==> src/rtl/proc_ctrl_unit.sv <==
// Multicycle control FSM for the Project B processor.
// Fetches over a req/ack port, decodes, and drives DataPath controls.
module proc_ctrl_unit #(
    parameter int PC_W = 8,
    parameter int D_AW = 8,
    parameter int RF_AW = 4,
    localparam int IR_W = 4 + D_AW + RF_AW
) (
    input  logic             clk,
    input  logic             Reset,
    output logic             I_Req,
    output logic [PC_W-1:0]  I_Addr,
    input  logic             I_Ack,
    input  logic [IR_W-1:0]  I_Data,
    input  logic             Zero,
    input  logic             Resume,
    output logic [PC_W-1:0]  PC_Out,
    output logic [IR_W-1:0]  IR_Out,
    output logic [3:0]       State,
    output logic [3:0]       NextState,
    output logic [D_AW-1:0]  D_Addr,
    output logic             D_Wr,
    output logic             RF_s,
    output logic             RF_W_en,
    output logic [RF_AW-1:0] RF_Ra_Addr,
    output logic [RF_AW-1:0] RF_Rb_Addr,
    output logic [RF_AW-1:0] RF_W_Addr,
    output logic [1:0]       ALU_Sel,
    output logic             Halted
);

    typedef enum logic [3:0] {
        S_INIT   = 4'd0,
        S_FETCH  = 4'd1,
        S_DECODE = 4'd2,
        S_NOOP   = 4'd3,
        S_LOAD_A = 4'd4,
        S_LOAD_B = 4'd5,
        S_STORE  = 4'd6,
        S_ADD    = 4'd7,
        S_SUB    = 4'd8,
        S_JZ     = 4'd9,
        S_HALT   = 4'd10
    } state_t;

    localparam logic [3:0] OP_NOOP  = 4'd0;
    localparam logic [3:0] OP_STORE = 4'd1;
    localparam logic [3:0] OP_LOAD  = 4'd2;
    localparam logic [3:0] OP_ADD   = 4'd3;
    localparam logic [3:0] OP_SUB   = 4'd4;
    localparam logic [3:0] OP_HALT  = 4'd5;
    localparam logic [3:0] OP_JZ    = 4'd6;

    localparam logic [1:0] ALU_PASS = 2'b00;
    localparam logic [1:0] ALU_ADD  = 2'b01;
    localparam logic [1:0] ALU_SUB  = 2'b10;

    // Field overlap (F1/F2 inside ADDR, jump target from ADDR) needs these.
    if (D_AW < 2 * RF_AW || D_AW < PC_W) begin : g_bad_params
        $error("proc_ctrl_unit: D_AW must be >= 2*RF_AW and >= PC_W");
    end

    state_t            state_q;
    state_t            state_d;
    logic [PC_W-1:0]   pc_q;
    logic [IR_W-1:0]   ir_q;

    logic [3:0]        op_f;
    logic [D_AW-1:0]   addr_f;
    logic [RF_AW-1:0]  f0;
    logic [RF_AW-1:0]  f1;
    logic [RF_AW-1:0]  f2;

    assign op_f   = ir_q[IR_W-1:IR_W-4];
    assign addr_f = ir_q[IR_W-5:RF_AW];
    assign f0     = ir_q[RF_AW-1:0];
    assign f1     = ir_q[2*RF_AW-1:RF_AW];
    assign f2     = ir_q[3*RF_AW-1:2*RF_AW];

    always_ff @(posedge clk or negedge Reset) begin
        if (!Reset) begin
            state_q <= S_INIT;
            pc_q    <= '0;
            ir_q    <= '0;
        end else begin
            state_q <= state_d;
            if (state_q == S_FETCH && I_Ack) begin
                ir_q <= I_Data;
                pc_q <= pc_q + PC_W'(1);
            end else if (state_q == S_JZ && Zero) begin
                pc_q <= addr_f[PC_W-1:0];
            end
        end
    end

    always_comb begin
        state_d = state_q;
        unique case (state_q)
            S_INIT:   state_d = S_FETCH;
            S_FETCH:  state_d = I_Ack ? S_DECODE : S_FETCH;
            S_DECODE: begin
                unique case (op_f)
                    OP_NOOP:  state_d = S_NOOP;
                    OP_STORE: state_d = S_STORE;
                    OP_LOAD:  state_d = S_LOAD_A;
                    OP_ADD:   state_d = S_ADD;
                    OP_SUB:   state_d = S_SUB;
                    OP_HALT:  state_d = S_HALT;
                    OP_JZ:    state_d = S_JZ;
                    default:  state_d = S_NOOP;
                endcase
            end
            S_LOAD_A: state_d = S_LOAD_B;
            S_NOOP,
            S_LOAD_B,
            S_STORE,
            S_ADD,
            S_SUB,
            S_JZ:     state_d = S_FETCH;
            S_HALT:   state_d = Resume ? S_FETCH : S_HALT;
            default:  state_d = S_INIT;
        endcase
    end

    always_comb begin
        I_Req      = 1'b0;
        D_Addr     = '0;
        D_Wr       = 1'b0;
        RF_s       = 1'b0;
        RF_W_en    = 1'b0;
        RF_Ra_Addr = '0;
        RF_Rb_Addr = '0;
        RF_W_Addr  = '0;
        ALU_Sel    = ALU_PASS;
        Halted     = 1'b0;
        unique case (state_q)
            S_FETCH: I_Req = 1'b1;
            // Sync RAM read is issued here and lands in LOAD_B.
            S_LOAD_A: begin
                D_Addr = addr_f;
                RF_s   = 1'b1;
            end
            S_LOAD_B: begin
                D_Addr    = addr_f;
                RF_s      = 1'b1;
                RF_W_en   = 1'b1;
                RF_W_Addr = f0;
            end
            S_STORE: begin
                D_Addr     = addr_f;
                RF_Ra_Addr = f0;
                D_Wr       = 1'b1;
            end
            S_ADD: begin
                RF_Ra_Addr = f2;
                RF_Rb_Addr = f1;
                ALU_Sel    = ALU_ADD;
                RF_W_en    = 1'b1;
                RF_W_Addr  = f0;
            end
            S_SUB: begin
                RF_Ra_Addr = f2;
                RF_Rb_Addr = f1;
                ALU_Sel    = ALU_SUB;
                RF_W_en    = 1'b1;
                RF_W_Addr  = f0;
            end
            S_JZ: begin
                RF_Ra_Addr = f0;
                ALU_Sel    = ALU_PASS;
            end
            S_HALT: Halted = 1'b1;
            default: ;
        endcase
    end

    assign State     = state_q;
    assign NextState = state_d;
    assign PC_Out    = pc_q;
    assign I_Addr    = pc_q;
    assign IR_Out    = ir_q;

endmodule
==> config.mk <==
export PLATFORM = sky130hd
export DESIGN_NAME = proc_ctrl_unit
export DESIGN_NICKNAME = d
export VERILOG_FILES = /design/src/rtl/proc_ctrl_unit.sv
export SDC_FILE = /design/constraint.sdc
export NUM_CORES = 1
export LEC_CHECK = 0
export BUFFER_PORTS_ARGS = -buffer_cell sky130_fd_sc_hd__buf_2
export CORE_MARGIN = 5
export CORE_UTILIZATION = 45
export DETAILED_ROUTE_END_ITERATION = 10
export PLACE_DENSITY = 0.79
export SLEW_MARGIN = 15
export SYNTH_ARGS = -nofsm -noshare
export SYNTH_HDL_FRONTEND = slang
export SYNTH_SLANG_ARGS = --single-unit
==> constraint.sdc <==
create_clock -name clk -period 1.6 [get_ports clk]
set_input_delay 0 -clock clk [delete_from_list [all_inputs] [get_ports clk]]
set_output_delay 0 -clock clk [all_outputs]
set_load 0.02 [all_outputs]
Word level (Yosys, flattened, before mapping):

Cells that the tools add are included.

* bits in registers: 28
* output and inout bits: 67
* bits of input ports: 21

* equality and inequality tests: 16
* multiplexer cells: 16
* add/subtract/negate cells: 1
* reductions and logical operators: 10

Operator list (number)
* $eq 4x3->1 const B: 7
* $mux 8: 3
* $pmux 4 s6: 1
* $pmux 4 s5: 1
* $eq 4x2->1 const B: 4
* $eq 4x4->1 const B: 3
* $mux 4: 3
* $add 8x1->8 const B: 1
* $eq 4x1->1 const B: 2
* $pmux 4 s2: 1
* $reduce_or 7->1: 1
* $reduce_or 2->1: 3
* $reduce_or 3->1: 2
* $mux 1: 5
* $logic_not 4->1: 1
* $pmux 2 s2: 1
* $logic_and 1x1->1: 2
* $mux 2: 1
* $reduce_bool 2->1: 1

Depth between registers and ports, before layout:

Gate-level depths: netlist (run 1).

* depth in word-level cells: 4
* depth in mapped cells: 6
* depth with buffers taken out: 5

Least setup slack after synthesis (run 1):

No wires, ideal clock.

* path kind: register to register
* from: register state_q[1], in the netlist State[1]
* to: register state_q[2], in the netlist State[2]
* stages on the path, launching flop included: 5
* path buffers: 1
* slack: -0.181 ns
* arrival: 1.591 ns
* period minus slack after synthesis: 1.781 ns
* cells stage by stage: dfrtp_1 -> buf_2 -> nor4b_1 -> o21ai_1 -> a211oi_1

* cells in the longest elaborated chain, start to end: 3
* elaborated cells between the ends (all ways): 13
* those cells by class: 10 x eq/ne; 1 x mux; 2 x reduce/logical

RTL lines
* start, declared: line 63 `state_t state_q;`
* start signal, assigned: line 86 `state_q <= state_d;`
* $eq 4x4->1 (tied with other cells): line 98 `unique case (state_q)`
* $reduce_or 7->1 (no source line)
* $pmux 4 s5 *: line 98
* net NextState[2]: line 20 `output logic [3:0] NextState,`

The timed path passes the listed nets; every way through them passes the cells marked *.
A chain may end at the register's enable or synchronous reset.

Worst setup path after layout (run 1):

* from: register state_q[1], in the netlist State[1]
* to: output port RF_W_Addr[1]

* cells in the longest elaborated chain, start to end: 3
* elaborated cells between the ends (all ways): 5
* those cells by class: 3 x eq/ne; 1 x mux; 1 x reduce/logical

RTL lines
* $eq 4x4->1 or $eq 4x3->1 (tied branches): line 136 `unique case (state_q)`
* $reduce_or 3->1 (no source line) *
* $mux 4 *: line 136
* end, declared: line 27 `output logic [RF_AW-1:0] RF_W_Addr,`

Every way passes the cells marked *; elsewhere a longest branch is shown, timed or not.

==> results of run 1 <==
-- Yosys cell counts (3+ instances only) --
| master | instances |
|---|---|
| nand2_1 | 56 |
| dfrtp_1 | 28 |
| and2_1 | 16 |
| mux2i_1 | 12 |
| buf_4 | 10 |
| nor2_1 | 9 |
| buf_2 | 6 |
| o22ai_1 | 6 |
| inv_1 | 5 |
| nand2b_1 | 4 |
| o21ai_1 | 4 |
| a21oi_1 | 3 |
| and3_1 | 3 |
| nand3_1 | 3 |
| nor3_1 | 3 |
| o221a_1 | 3 |
-- path summary, 6_finish.rpt --
check / start / endpoint / slack [ns] / cells past startpoint
min in group asynchronous: Reset / IR_Out[13] / 0.29 / 2
hold / removal: I_Ack / State[1] / 0.03 / 3
setup reg to reg: State[3] / I_Addr[7] / 0.03 / 5
setup / recovery: State[1] / RF_W_Addr[1] / -0.07 / 5
hold reg to reg: IR_Out[0] / IR_Out[0] / 0.56 / 2
max in group asynchronous: Reset / State[0] / 0.85 / 2
-- what timing repair did --
action                                  CTS  global route
hold buffers                             17             0
buffers inserted                         13             2
pin swaps                                 4             5
endpoints found under the hold margin    44             0
endpoints found under the setup margin   21            28
gates resized for setup                  35            14
cloned                                    0             1
-- critical path: stages (launching register included) --
cell	delay, ns
dfrtp_1	0.41
buf_6	0.14
or3_4	0.42
o21ai_4	0.11
and2_1	0.19
buf_6	0.13
-- sequential cells by signal (all words and copies together), names as in the netlist --
signal	cells
I_Addr	8
IR_Out	16
State	4
-- area by class of cell --
cell class                      count  area (µm²)  area share
Sequential cell                    28       706.9      0.2586
Tap cell                           48       60.06     0.02197
Inverter                            6       22.52    0.008238
Multi-Input combinational cell    154        1057      0.3867
Clock buffer                        3       41.29     0.01510
Timing Repair Buffer              128       845.8      0.3094
-- power groups by stage --
stage | Combinational (mW) | Sequential (mW) | Clock (mW)
after global placement | 2.46 | 1.48 | 0
after detailed placement | 2.50 | 1.50 | 0
after floorplan | 1.50 | 1.77 | 0
after CTS | 2.79 | 1.50 | 0.390
final | 2.94 | 1.55 | 0.395
after global routing | 3.17 | 1.61 | 0.416
-- layer usage --
layer | GRT usage | routed length [µm] | vias to the layer above
met5 | 0 | 0 | -
met3 | 0.03581 | 449 | 8
met1 | 0.2632 | 2345 | 915
met4 | 0.06557 | 102 | 0
li1 | - | - | 920
met2 | 0.4158 | 3166 | 97
-- cell families (layout without fill, tap and decap cells) --
| kind of cell | after synthesis | after routing | synth area share |
|---|---|---|---|
| and+or+nand+nor | 109 | 110 | 0.3195 |
| adders and majority gates | 1 | 1 | 0.007036 |
| muxes | 12 | 12 | 0.06756 |
| DFF | 28 | 28 | 0.3941 |
| xor gates and xnor gates | 1 | 1 | 0.004927 |
| AOI/OAI and AO/OA | 30 | 30 | 0.1225 |
| buffers and inverters | 24 | 137 | 0.08445 |
==> flow_summary.toml, run 1 <==
[outcome]
outcome = "finished with violations"
violations = "setup timing"

[yosys]
synth_top_area_share = 0.3941
seq_area_frac_synth = 0.3941
synth.cell_area_mm2 = 0.001778
syn_inst = 205
synth_top_flop_cell = "dfrtp_1"
ys_ff_latch = 28
yosysTopAreaCell = "dfrtp_1"
netlist_top_cells_area = "dfrtp_1, nand2_1, mux2i_1"
syn_nets = 227
yosysWarnings = 0
avgSynthCellArea_um2 = 8.673
ys_async_sr_fraction = 1.000
ys_types = 45
synth-edff-count = 0

[cts]
cts_tree = "built"
cts.sink_count = 28
clock_path_buffers = 2
clock_latency_ns = 0.28
cts_buffers = 3
h-tree-depth = 1
cts_root_buf = "clkbuf_8"
clkTransAtPathRegs_ns = 0.11

[placed_design]
gp_congestion = 0.8209
place_area_mm2 = 0.002223
place.port_buffers = 87
pre_cts_ws_ns = 0.07391
dp_cells = 331
dp_hpwl_um = 3866

[die]
start_util = 0.4749
die_w_um = 72.86
die_area_mm2 = 0.005308
io-pin-count = 88
placementRows = 22
core-area_mm2 = 0.003744
dieHeight_um = 72.86

[global_routing]
grt_pass1_wl_um = 9377
grt_max_degree = 29
grt_usage = 0.2244
antenna_found_initial = 0
first_global_vias = 2007
grt-ovfl-total = 0

[critical_path]
cp.arrival_ns = 1.67
worst-setup-path-type = "reg2out"
worst_setup_path_start_kind = "register"
critPathMaxFanout = 6
cp_data_required_time_ns = 1.60
end_kind = "output pin"

[cells_and_area]
final_cell_mix = "buf_2, nand2_1, buf_4, dfrtp_1, dlygate4sd3_1"
area_delta_synth_final_pct = 53.76
antenna-diode-count = 0
final_common_cell = "buf_2"
final_nets = 343
fin_util = 0.7303
fillerInstances = 287
fin_area_mm2 = 0.002734
final_cell_count_no_fill = 367
drive_gt1_frac = 0.4734

[timing]
setup_viol = 11
hold_violations = 0
whs_ns = 0.03115
rsz0062_at_grt = "true"
tightest_slew_ns = 0.6440
worst_clock_skew_ns = 0.01136
slew_viol_final = 0
period_needed_ns = 1.670
fin_setup_tns_ns = -0.4492
setup_ws_ns = -0.07045
finalCritPeriodShare = 1.044
relSlewSlack = 0.5707
fmax_ghz = 0.5986

[pwr]
p_leak_nw = 1.446
clkPwrFrac = 0.081
p_int_mw = 2.406
powerDensity_mw_per_mm2 = 1786
switching_power_mw = 2.477
ir_drop_v = 0.0008251
seqPwrFrac = 0.317
combPwrFrac = 0.602
p_sw_frac = 0.5074
total_power_mw = 4.883

[detailed_routing]
avgRoutedWirePerCell_um = 16.52
drt_iter0_drc = 231
wl_um = 6064
antenna_left = 0
drcViolationCount = 0
vias_per_cell = 5.286
dr.pass1.iters = 4
vias = 1940

[hold_path]
hold_class = "in2reg"

[run]
maxCapViolCount = 0
(Power assumes the default switching activity.)
==> run 2, diff against run 1 <==
==> constraint.sdc (replaced) <==
create_clock -name clk -period 1.6 [get_ports clk]
set_input_delay 0.16 -clock clk [delete_from_list [all_inputs] [get_ports clk]]
set_output_delay 0.16 -clock clk [all_outputs]
set_load 0.02 [all_outputs]
==> flow_summary.toml, run 2 (same netlist as run 1, synthesis figures left out) <==
[cells_and_area]
multi_input_area_mm2 = 0.001126
regArea_um2 = 704.4
antenna-diode-count = 0
final_common_cell = "buf_2"
fin_util = 0.7861
final_cell_count_no_fill = 371
area_delta_synth_final_pct = 65.52
final_cell_mix = "buf_2, nand2_1, buf_4, buf_6, dfrtp_1"
fillerInstances = 244
final_nets = 346
drive_gt1_frac = 0.5697
largest_reg_flops = 16

[global_routing]
grt_pass1_wl_um = 9970
grt_usage = 0.2430
grt_max_degree = 29
first_global_vias = 2042
grt-ovfl-total = 0
antenna_found_initial = 0

[placed_design]
dp_cells = 337
place.port_buffers = 87
dp_hpwl_um = 3900
pre_cts_ws_ns = 0.02936
gp_congestion = 0.8541

[critical_path]
worst-setup-path-type = "reg2out"
critPathBufInv = 2
cpPeakStageDelay_ns = 0.45
cp_data_required_time_ns = 1.44
crit_family = "flip-flops"
worst_setup_path_start_kind = "register"
end_kind = "output pin"
critPathMaxFanout = 4
slowest_stage = "dfrtp_1"
cp.arrival_ns = 1.69
crit_chain = "buf_6, a2111oi_4, a21oi_2, nor3_2, buf_4"

[timing]
fmax_ghz = 0.5414
rsz0062_at_grt = "true"
worst_clock_skew_ns = 0.005007
setup_viol = 30
setup_ws_ns = -0.2470
period_needed_ns = 1.847
relSlewSlack = 0.5710
tightest_slew_ns = 0.6435
fin_setup_tns_ns = -4.886
finalCritPeriodShare = 1.154
slew_viol_final = 0
hold_violations = 0

[pwr]
p_leak_nw = 1.533
powerDensity_mw_per_mm2 = 1922
total_power_mw = 5.656
ir_drop_v = 0.001358

[cts]
cts_root_buf = "clkbuf_8"
clkTransAtPathRegs_ns = 0.11
cts_buffers = 3
h-tree-depth = 1
cts_tree = "built"
clock_path_buffers = 2
clock_latency_ns = 0.30
cts.sink_count = 28

[run]
maxCapViolCount = 0

[detailed_routing]
dr.pass1.iters = 4
vias_per_cell = 5.757
antenna_left = 0
vias = 2136
drcViolationCount = 0
wl_um = 7391
drt_iter0_drc = 199
avgRoutedWirePerCell_um = 19.92

[die]
core-area_mm2 = 0.003744
die_w_um = 72.86
io-pin-count = 88
start_util = 0.4749
die_area_mm2 = 0.005308
dieHeight_um = 72.86
placementRows = 22

[outcome]
violations = "setup timing"
outcome = "finished with violations"

[hold_path]
hold_class = "in2reg"
## run 2: cell count changes in the layout (fill, tap and decap cells not counted), moves of 2 or more
cell	previous run	this run
nor2_1	9	7
buf_6	8	33
dfrtp_2	5	3
dlygate4sd3_1	17	1
dfrtp_1	23	25
and2_4	3	10
buf_2	75	58
and2_1	13	6
buf_4	28	40
## run 2: timing repair
item                                    CTS  global route
endpoints found under the hold margin    28             0
gates resized for setup                  72            37
hold buffers                              1             0
pin swaps                                12            17
endpoints found under the setup margin   28            37
buffers inserted                         22            10
## run 2: metrics by stage
stage | area [µm²] | hold slack, ns
global route | 2943 | 0.05255
finish | 2943 | 0.04397
detailed placement | 2276 | 0.2248
CTS | 2750 | 0.06365
global placement | 2276 | 0.2124
floorplan | 1795 | -0.1356
## run 2: report_power, final
| group | internal (mW) | switching, mW |
|---|---|---|
| clock network | 0.222 | 0.260 |
| registers | 1.03 | 0.534 |
| logic | 1.56 | 2.05 |
## run 2: per-layer routing
layer  wire length [µm]  global-route usage
met3                561             0.03719
met4                406              0.1352
met2               3710              0.4118
met1               2713              0.2921
met5                  0                   0
## run 2: worst paths after layout
check | start | to | cells past startpoint | slack, ns
max in group asynchronous | Reset | State[3] | 2 | 0.74
hold reg to reg | IR_Out[5] | IR_Out[5] | 2 | 0.58
setup reg to reg | IR_Out[12] | State[0] | 8 | -0.03
setup / recovery | IR_Out[12] | NextState[3] | 5 | -0.25
min in group asynchronous | Reset | IR_Out[15] | 2 | 0.40
hold / removal | I_Data[15] | IR_Out[15] | 3 | 0.04
## run 2: worst register-to-register path: stages (launching register included)
cell     delay [ns]
dfrtp_1        0.45
nor2_2         0.18
xor2_2         0.13
o31ai_4        0.23
a22oi_2        0.10
buf_4          0.15
buf_6          0.10
buf_6          0.10
buf_6          0.10
## run 2: cell type report
class                   count  area share
repair buffers            132      0.3304
clock buffers               4     0.01871
flip-flops and latches     28      0.2394
well taps                  48     0.02041
multi-input cells         153      0.3827
inverters                   6    0.008503
==> run 3, diff against run 2 <==
RECOVER_POWER = 100   (was unset)
==> flow_summary.toml, run 3 (same netlist as run 1, synthesis figures left out) <==
[outcome]
outcome = "finished with violations"
violations = "setup timing"

[timing]
tightest_slew_ns = 0.7183
finalCritPeriodShare = 1.145
rsz0062_at_grt = "true"
fin_setup_tns_ns = -4.830
worst_clock_skew_ns = 0.003193
period_needed_ns = 1.832
setup_viol = 30
relSlewSlack = 0.5211
whs_ns = 0.04621
fmax_ghz = 0.5458
setup_ws_ns = -0.2321
hold_violations = 0
slew_viol_final = 0

[global_routing]
grt_pass1_wl_um = 9970
met3_usage = 0.03719
grt_usage = 0.2430
grt-ovfl-total = 0
use_met1 = 0.2921
grt_busiest_layer = "met2"
first_global_vias = 2042
antenna_found_initial = 0
grt_max_degree = 29
met2_usage = 0.4118

[die]
die_w_um = 72.86
die_area_mm2 = 0.005308
io-pin-count = 88
placementRows = 22
start_util = 0.4749
dieHeight_um = 72.86
core-area_mm2 = 0.003744

[cts]
clock_path_buffers = 2
cts_buffers = 3
cts.sink_count = 28
cts_root_buf = "clkbuf_8"
h-tree-depth = 1
cts_tree = "built"
clkTransAtPathRegs_ns = 0.11
clock_latency_ns = 0.30

[critical_path]
worst_setup_path_start_kind = "register"
r2r-start = "IR_Out[12]"
end_kind = "output pin"
reg2reg_slack_ns = -0.02
critPathMaxFanout = 4
r2r_end = "State[0]"
reg2reg_depth = 8
cp.arrival_ns = 1.67
worst-setup-path-type = "reg2out"
cp_data_required_time_ns = 1.44

[detailed_routing]
vias = 2158
drt_iter0_drc = 206
dr.pass1.iters = 5
wl_um = 7368
antenna_left = 0
avgRoutedWirePerCell_um = 19.86
vias_per_cell = 5.817
drcViolationCount = 0

[cells_and_area]
antenna-diode-count = 0
area_delta_synth_final_pct = 65.02
fin_util = 0.7838
final_nets = 346
largest_reg_flops = 16
final_cell_mix = "nand2_1, buf_2, buf_4, buf_6, dfrtp_1"
final_common_cell = "nand2_1"
drive_gt1_frac = 0.5480
final_cell_count_no_fill = 371

[placed_design]
place.port_buffers = 87
dp_hpwl_um = 3900
dp_cells = 337
gp_congestion = 0.8541
pre_cts_ws_ns = 0.02936

[pwr]
p_leak_nw = 1.513
ir_drop_v = 0.001370
powerDensity_mw_per_mm2 = 1919

[hold_path]
min-delay-start = "I_Data[15]"
whs_endpoint = "IR_Out[15]"
hold_class = "in2reg"
hold_depth = 3

[run]
maxCapViolCount = 0
## run 3: cell types whose count changed in the layout (fill, tap and decap cells not counted), sizes merged
cell and delta:
clkbuf +8, buf -8
## run 3: worst max-delay path by stage
stage,from,end,depth (start not counted)
finish,State[2],RF_Rb_Addr[0],5
detailed placement,State[3],RF_Rb_Addr[1],5
CTS,State[2],NextState[2],5
global placement,State[3],RF_Rb_Addr[1],5
floorplan,State[1],NextState[1],4
global route,State[3],NextState[1],4
## run 3: area by class of cell
| type | count | area, µm² |
|---|---|---|
| multi-input cells | 153 | 1126 |
| repair buffers | 132 | 963.4 |
| fillers | 247 | 809.5 |
| flip-flops and latches | 28 | 704.4 |
| well taps | 48 | 60.06 |
| clock buffers | 4 | 55.05 |
| inverters | 6 | 25.02 |
## run 3: what timing repair did
item | in CTS | in global routing
setup buffers | 22 | 10
gates resized for setup | 72 | 37
endpoints found under the hold margin | 28 | 0
hold buffers | 1 | 0
pin swaps | 12 | 17
endpoints found under the setup margin | 28 | 37
## run 3: power by group
group	internal (mW)	total, mW	switching (mW)
clock	0.222	0.484	0.262
sequential	1.03	1.56	0.532
combinational	1.54	3.59	2.05
## run 3: through the flow
step | instance area [µm²] | power (mW)
after detailed placement | 2276 | 4.104
after global placement | 2276 | 4.039
after CTS | 2750 | 5.085
after global routing | 2934 | 5.922
final | 2934 | 5.630
after floorplan | 1795 | 3.272
## run 3: metal layers
layer | wire length, µm | up-vias | share of wire
li1 | - | 925 | -
met1 | 2763 | 1060 | 0.38
met2 | 3697 | 141 | 0.50
met3 | 522 | 32 | 0.071
met4 | 384 | 0 | 0.052
met5 | 0 | - | 0
## run 3: critical path: stages (launching register included)
cell	delay [ns]
dfrtp_1	0.41
nand2b_4	0.15
or3_4	0.37
o21ai_2	0.11
and2_1	0.19
buf_4	0.16
